`src/rtl/fifo_serial_tx.sv`:
```
// fifo_serial_tx
// Drains words from a FIFO read port and sends each one as an asynchronous
// serial frame: one start bit (0), DATA_WIDTH data bits LSB first, and one
// stop bit (1). Each bit is held for CLKS_PER_BIT clock cycles.
//
// Ports
//   clk           single clock, all logic on the rising edge
//   reset         synchronous, active-high reset
//   en            allows new words to be fetched from the FIFO
//   fifo_rd_en    one-cycle read request to the FIFO (registered)
//   fifo_rd_data  FIFO read data, valid the cycle after fifo_rd_en
//   fifo_rd_val   FIFO read-valid, meaningful only the cycle after fifo_rd_en
//   tx            serial line, idle-high (registered)
//   busy          high while a frame is in START/DATA/STOP (registered)
//   frame_done    one-cycle pulse at the end of each stop bit (registered)
`timescale 1ns/1ps
module fifo_serial_tx #(
    parameter int DATA_WIDTH   = 8,
    parameter int CLKS_PER_BIT = 16
) (
    input  logic                  clk,
    input  logic                  reset,
    input  logic                  en,
    output logic                  fifo_rd_en,
    input  logic [DATA_WIDTH-1:0] fifo_rd_data,
    input  logic                  fifo_rd_val,
    output logic                  tx,
    output logic                  busy,
    output logic                  frame_done
);

    localparam int BAUD_W = (CLKS_PER_BIT > 1) ? $clog2(CLKS_PER_BIT) : 1;
    localparam int BIT_W  = (DATA_WIDTH > 1) ? $clog2(DATA_WIDTH) : 1;

    localparam logic [BAUD_W-1:0] BAUD_LAST = BAUD_W'(CLKS_PER_BIT - 1);
    localparam logic [BIT_W-1:0]  BIT_LAST  = BIT_W'(DATA_WIDTH - 1);

    typedef enum logic [2:0] {
        ST_IDLE  = 3'd0,
        ST_WAIT  = 3'd1,
        ST_START = 3'd2,
        ST_DATA  = 3'd3,
        ST_STOP  = 3'd4
    } state_t;

    state_t                  state_q;
    logic [BAUD_W-1:0]       baud_cnt_q;
    logic [BIT_W-1:0]        bit_cnt_q;
    logic [DATA_WIDTH-1:0]   shift_q;
    logic [DATA_WIDTH-1:0]   shift_d;
    logic                    tx_q;
    logic                    busy_q;
    logic                    frame_done_q;
    logic                    rd_en_q;

    // Shift register contents after the current data bit has been sent.
    assign shift_d = shift_q >> 1'b1;

    // Transmit FSM with registered outputs.
    //
    // The read request is registered, so it is decided on the clock edge that
    // enters an IDLE cycle (en sampled there) and is visible during that IDLE
    // cycle. The FIFO then answers in the following cycle, which is WAIT.
    // This gives the 2-cycle IDLE/WAIT polling rhythm and the 2-cycle
    // idle-high gap between back-to-back frames.
    always_ff @(posedge clk) begin
        if (reset) begin
            state_q      <= ST_IDLE;
            baud_cnt_q   <= '0;
            bit_cnt_q    <= '0;
            shift_q      <= '0;
            tx_q         <= 1'b1;
            busy_q       <= 1'b0;
            frame_done_q <= 1'b0;
            rd_en_q      <= 1'b0;
        end else begin
            frame_done_q <= 1'b0;
            case (state_q)
                ST_IDLE: begin
                    tx_q   <= 1'b1;
                    busy_q <= 1'b0;
                    if (rd_en_q) begin
                        // The request was visible this cycle; wait for the answer.
                        rd_en_q <= 1'b0;
                        state_q <= ST_WAIT;
                    end else begin
                        rd_en_q <= en;
                    end
                end
                ST_WAIT: begin
                    // The only cycle in which the FIFO response is trusted;
                    // rd_val/rd_data are stale in every other cycle.
                    if (fifo_rd_val) begin
                        shift_q    <= fifo_rd_data;
                        bit_cnt_q  <= '0;
                        baud_cnt_q <= '0;
                        tx_q       <= 1'b0;
                        busy_q     <= 1'b1;
                        state_q    <= ST_START;
                    end else begin
                        rd_en_q <= en;
                        state_q <= ST_IDLE;
                    end
                end
                ST_START: begin
                    if (baud_cnt_q == BAUD_LAST) begin
                        baud_cnt_q <= '0;
                        tx_q       <= shift_q[0];
                        state_q    <= ST_DATA;
                    end else begin
                        baud_cnt_q <= baud_cnt_q + BAUD_W'(1);
                    end
                end
                ST_DATA: begin
                    if (baud_cnt_q == BAUD_LAST) begin
                        baud_cnt_q <= '0;
                        if (bit_cnt_q == BIT_LAST) begin
                            tx_q    <= 1'b1;
                            state_q <= ST_STOP;
                        end else begin
                            shift_q   <= shift_d;
                            tx_q      <= shift_d[0];
                            bit_cnt_q <= bit_cnt_q + BIT_W'(1);
                        end
                    end else begin
                        baud_cnt_q <= baud_cnt_q + BAUD_W'(1);
                    end
                end
                ST_STOP: begin
                    if (baud_cnt_q == BAUD_LAST) begin
                        baud_cnt_q   <= '0;
                        busy_q       <= 1'b0;
                        frame_done_q <= 1'b1;
                        rd_en_q      <= en;
                        state_q      <= ST_IDLE;
                    end else begin
                        baud_cnt_q <= baud_cnt_q + BAUD_W'(1);
                    end
                end
                default: begin
                    state_q    <= ST_IDLE;
                    baud_cnt_q <= '0;
                    bit_cnt_q  <= '0;
                    tx_q       <= 1'b1;
                    busy_q     <= 1'b0;
                    rd_en_q    <= 1'b0;
                end
            endcase
        end
    end

    assign fifo_rd_en = rd_en_q;
    assign tx         = tx_q;
    assign busy       = busy_q;
    assign frame_done = frame_done_q;

endmodule

```
`config.mk`:
```
export PLATFORM = sky130hd
export DESIGN_NAME = fifo_serial_tx
export DESIGN_NICKNAME = d
export VERILOG_FILES = /design/src/rtl/fifo_serial_tx.sv
export SDC_FILE = /design/constraint.sdc
export NUM_CORES = 1
export LEC_CHECK = 0
export ABC_CLOCK_PERIOD_IN_PS = 4200
export BUFFER_PORTS_ARGS = -buffer_cell sky130_fd_sc_hd__buf_2
export CELL_PAD_IN_SITES_DETAIL_PLACEMENT = 1
export CELL_PAD_IN_SITES_GLOBAL_PLACEMENT = 1
export CORE_ASPECT_RATIO = 0.7
export CORE_UTILIZATION = 40
export DETAILED_ROUTE_END_ITERATION = 6
export PLACE_DENSITY = 0.77
export RECOVER_POWER = 100
export SLEW_MARGIN = 5
export SYNTH_ARGS = -nofsm -noshare
export SYNTH_HDL_FRONTEND = slang
export SYNTH_SLANG_ARGS = --single-unit
```
`constraint.sdc`:
```
create_clock -name clk -period 4.2 [get_ports clk]
set_input_delay 0.21 -clock clk [delete_from_list [all_inputs] [get_ports clk]]
set_output_delay 0.21 -clock clk [all_outputs]
set_load 0.005 [all_outputs]
```
==> impl_metrics.yaml <==
run_status:
  status: "complete, but fails checks"
  violations: "capacitance limit, slew limit"
drt:
  dr.first_iter.drc_count: 53
  drc_errors: 0
  vias_per_cell: 5.813
  drtPass1Iterations: 4
  avgRoutedWirePerCell_um: 15.81
  drtAntennaViolNets: 0
  wl_mm: 3.035
  vias: 1116
logic_synthesis:
  synth_compound_area_frac: 0.2472
  synth_top_family_by_area: "simple AND/OR/NAND/NOR gates"
  async_flop_share: 0
  synth_edf_count: 0
  synth.distinct_cells: 44
  yosys_warnings: 0
  synth_flop_cell: "dfxtp_1"
  synth.area.mux_share: 0.02554
  synthAdderAreaFrac: 0.03064
  synth_area_um2: 1225
  yosys.area_share.simple: 0.2789
  synthXorXnorAreaFrac: 0
  syn_inst: 149
  avgSynthCellArea_um2: 8.221
  ys_seq_area_frac: 0.3596
  synth_seq_cells: 22
  syn-num-nets: 164
critical_path:
  arrival_ns: 3.01
  rrSetupSlack_ns: 1.37
  cp.required_ns: 4.38
  critPathLaunchType: "flop"
  crit_fanout: 15
  critPathCaptureType: "flop"
  worstReg2RegStart: "bit_cnt_q[0]"
  crit_start: "bit_cnt_q[0]"
  critPathKind: "reg -> reg"
cells_and_area:
  regArea_um2: 440.4
  syn_to_final_growth_pct: 6.741
  diodes: 0
  layout-drive-gt1-share: 0.1474
  final_cell_mix: "22 x dfxtp_1, 18 x nor2_1, 16 x nand2_1"
  multiInputGateArea_um2: 693.2
  fin_nets: 173
  mostFrequentLayoutCell: "dfxtp_1"
  final_core_util: 0.4599
  fill_cells: 348
clocking:
  cts_max_level: 1
  clk_pin_slew_ns: 0.08
  postCtsHoldBufs: 0
  clock_latency_ns: 0.26
  clockBufferDepth: 2
  clkSinkCount: 22
  post_cts_resize_count: 0
  post_cts_buffers: 0
  cts_root_buffer: "clkbuf_8"
  cts_made_buffers: 3
  tritoncts: "done"
sta:
  slew_violations: 16
  slew_headroom: -0.01128
  min_period_over_period: 0.6735
  maxClockFrequency_mhz: 353.5
  fin_setup_tns_ns: 0
  min_period_ns: 2.829
  finalHoldViolCount: 0
  tightest_slew_ns: 1.514
  rsz0062_at_grt: "false"
  hold_ws_ns: 0.2193
  fin_skew_ns: 0.006069
  setup_violations: 0
global_routing:
  grtUsageTotal: 0.2033
  grt_pass1_vias: 1053
  grt_overflow: 0
  grt_pass1_wl_mm: 5.078
  antenna_found_initial: 0
  grt_start_max_net_pins: 28
die:
  initial_utilization: 0.4309
  ioPinCount: 16
  die_y_um: 48.30
  fp.dieArea_um2: 3291
  core_um2: 2843
  rows: 16
  die_width_um: 68.14
worst_hold_path:
  hp-class: "in -> reg"
  min_from: "fifo_rd_data[0]"
run:
  drv_cap: 1
power_and_ir_drop:
  vdd_drop_max_mv: 0.2161
  p_leak_nw: 0.4932
  p_per_area_nw_per_um2: 444.9
  finalPower_uw: 581.7
place:
  globalplace.congestion: 0.7545
  dpl.hpwl_mm: 2.182
  port_buffers: 15
## metal layers
layer / GRT usage / up-vias / wire length (µm)
met1: 0.2952 / 539 / 1530
li1: - / 554 / -
met3: 0.05425 / 2 / 115
met5: 0 / - / 0
met4: 0.03472 / 0 / 13
met2: 0.3007 / 21 / 1376
## cell usage after synthesis, types with 2 or more instances
cell type,count,area [µm²]
o32ai_1,2,17.52
dfxtp_1,22,440.4
or4_1,2,15.01
a21oi_1,10,50.05
nor3_1,3,15.01
o21ai_0,7,35.03
nor2b_1,2,12.51
a211oi_1,2,15.01
inv_1,4,15.01
buf_2,2,10.01
or3_1,2,12.51
ha_1,3,37.54
mux2i_1,2,20.02
nand2b_1,6,37.54
nand3_1,9,45.04
nor2_1,18,67.56
nand2_1,16,60.06
a311oi_1,4,35.03
nor3b_1,2,15.01
clkbuf_1,5,18.77
a311oi_2,3,45.04
## power breakdown
part	switching, mW	internal [mW]	total, mW	leakage, nW
clock network	0.0665	0.0640	0.130	0.0216
logic	0.0929	0.0703	0.163	0.293
registers	0.0498	0.238	0.288	0.179
## layout make-up
| class | count | area share |
|---|---|---|
| clock buffer | 3 | 0.03158 |
| tap | 36 | 0.03445 |
| inverter | 4 | 0.01148 |
| timing repair buffer | 15 | 0.05550 |
| multi-input combinational | 112 | 0.5301 |
| sequential | 22 | 0.3368 |
## registers in the layout, summed over array words and instances, names as in the netlist
register	count
frame_done	1
busy	1
state_q	3
bit_cnt_q	3
fifo_rd_en	1
tx	1
baud_cnt_q	4
shift_q	8
## cell families after synthesis
group | count (synthesis)
adder cells (fa/ha/maj) | 3
AO/OA/AOI/OAI | 39
AND/OR/NAND/NOR | 67
flip-flops | 22
multiplexers | 3
buffers and inverters | 15
## worst max-delay path: stages, from the launching register on
cell and delay (ns):
dfxtp_1 0.33, ha_1 0.21, ha_1 0.24, nand4b_2 0.22, a2111oi_2 1.31, nor2_1 0.14
a311oi_2 0.29
## path summary, 6_finish.rpt
path,end,cells after the start
hold / removal,shift_q[0],3
setup reg to reg,shift_q[5],6
setup / recovery,shift_q[5],6
hold reg to reg,bit_cnt_q[1],2
## per-stage QoR
stage	cell area (µm²)	setup WS, ns	std cells
2_1_floorplan	1225	2.308	149
3_3_place_gp	1289	1.962	189
3_5_place_dp	1289	1.842	189
4_1_cts	1330	1.816	192
5_1_grt	1308	1.077	192
6_report	1308	1.371	192
Note: power is estimated with default switching activity, not from simulation.
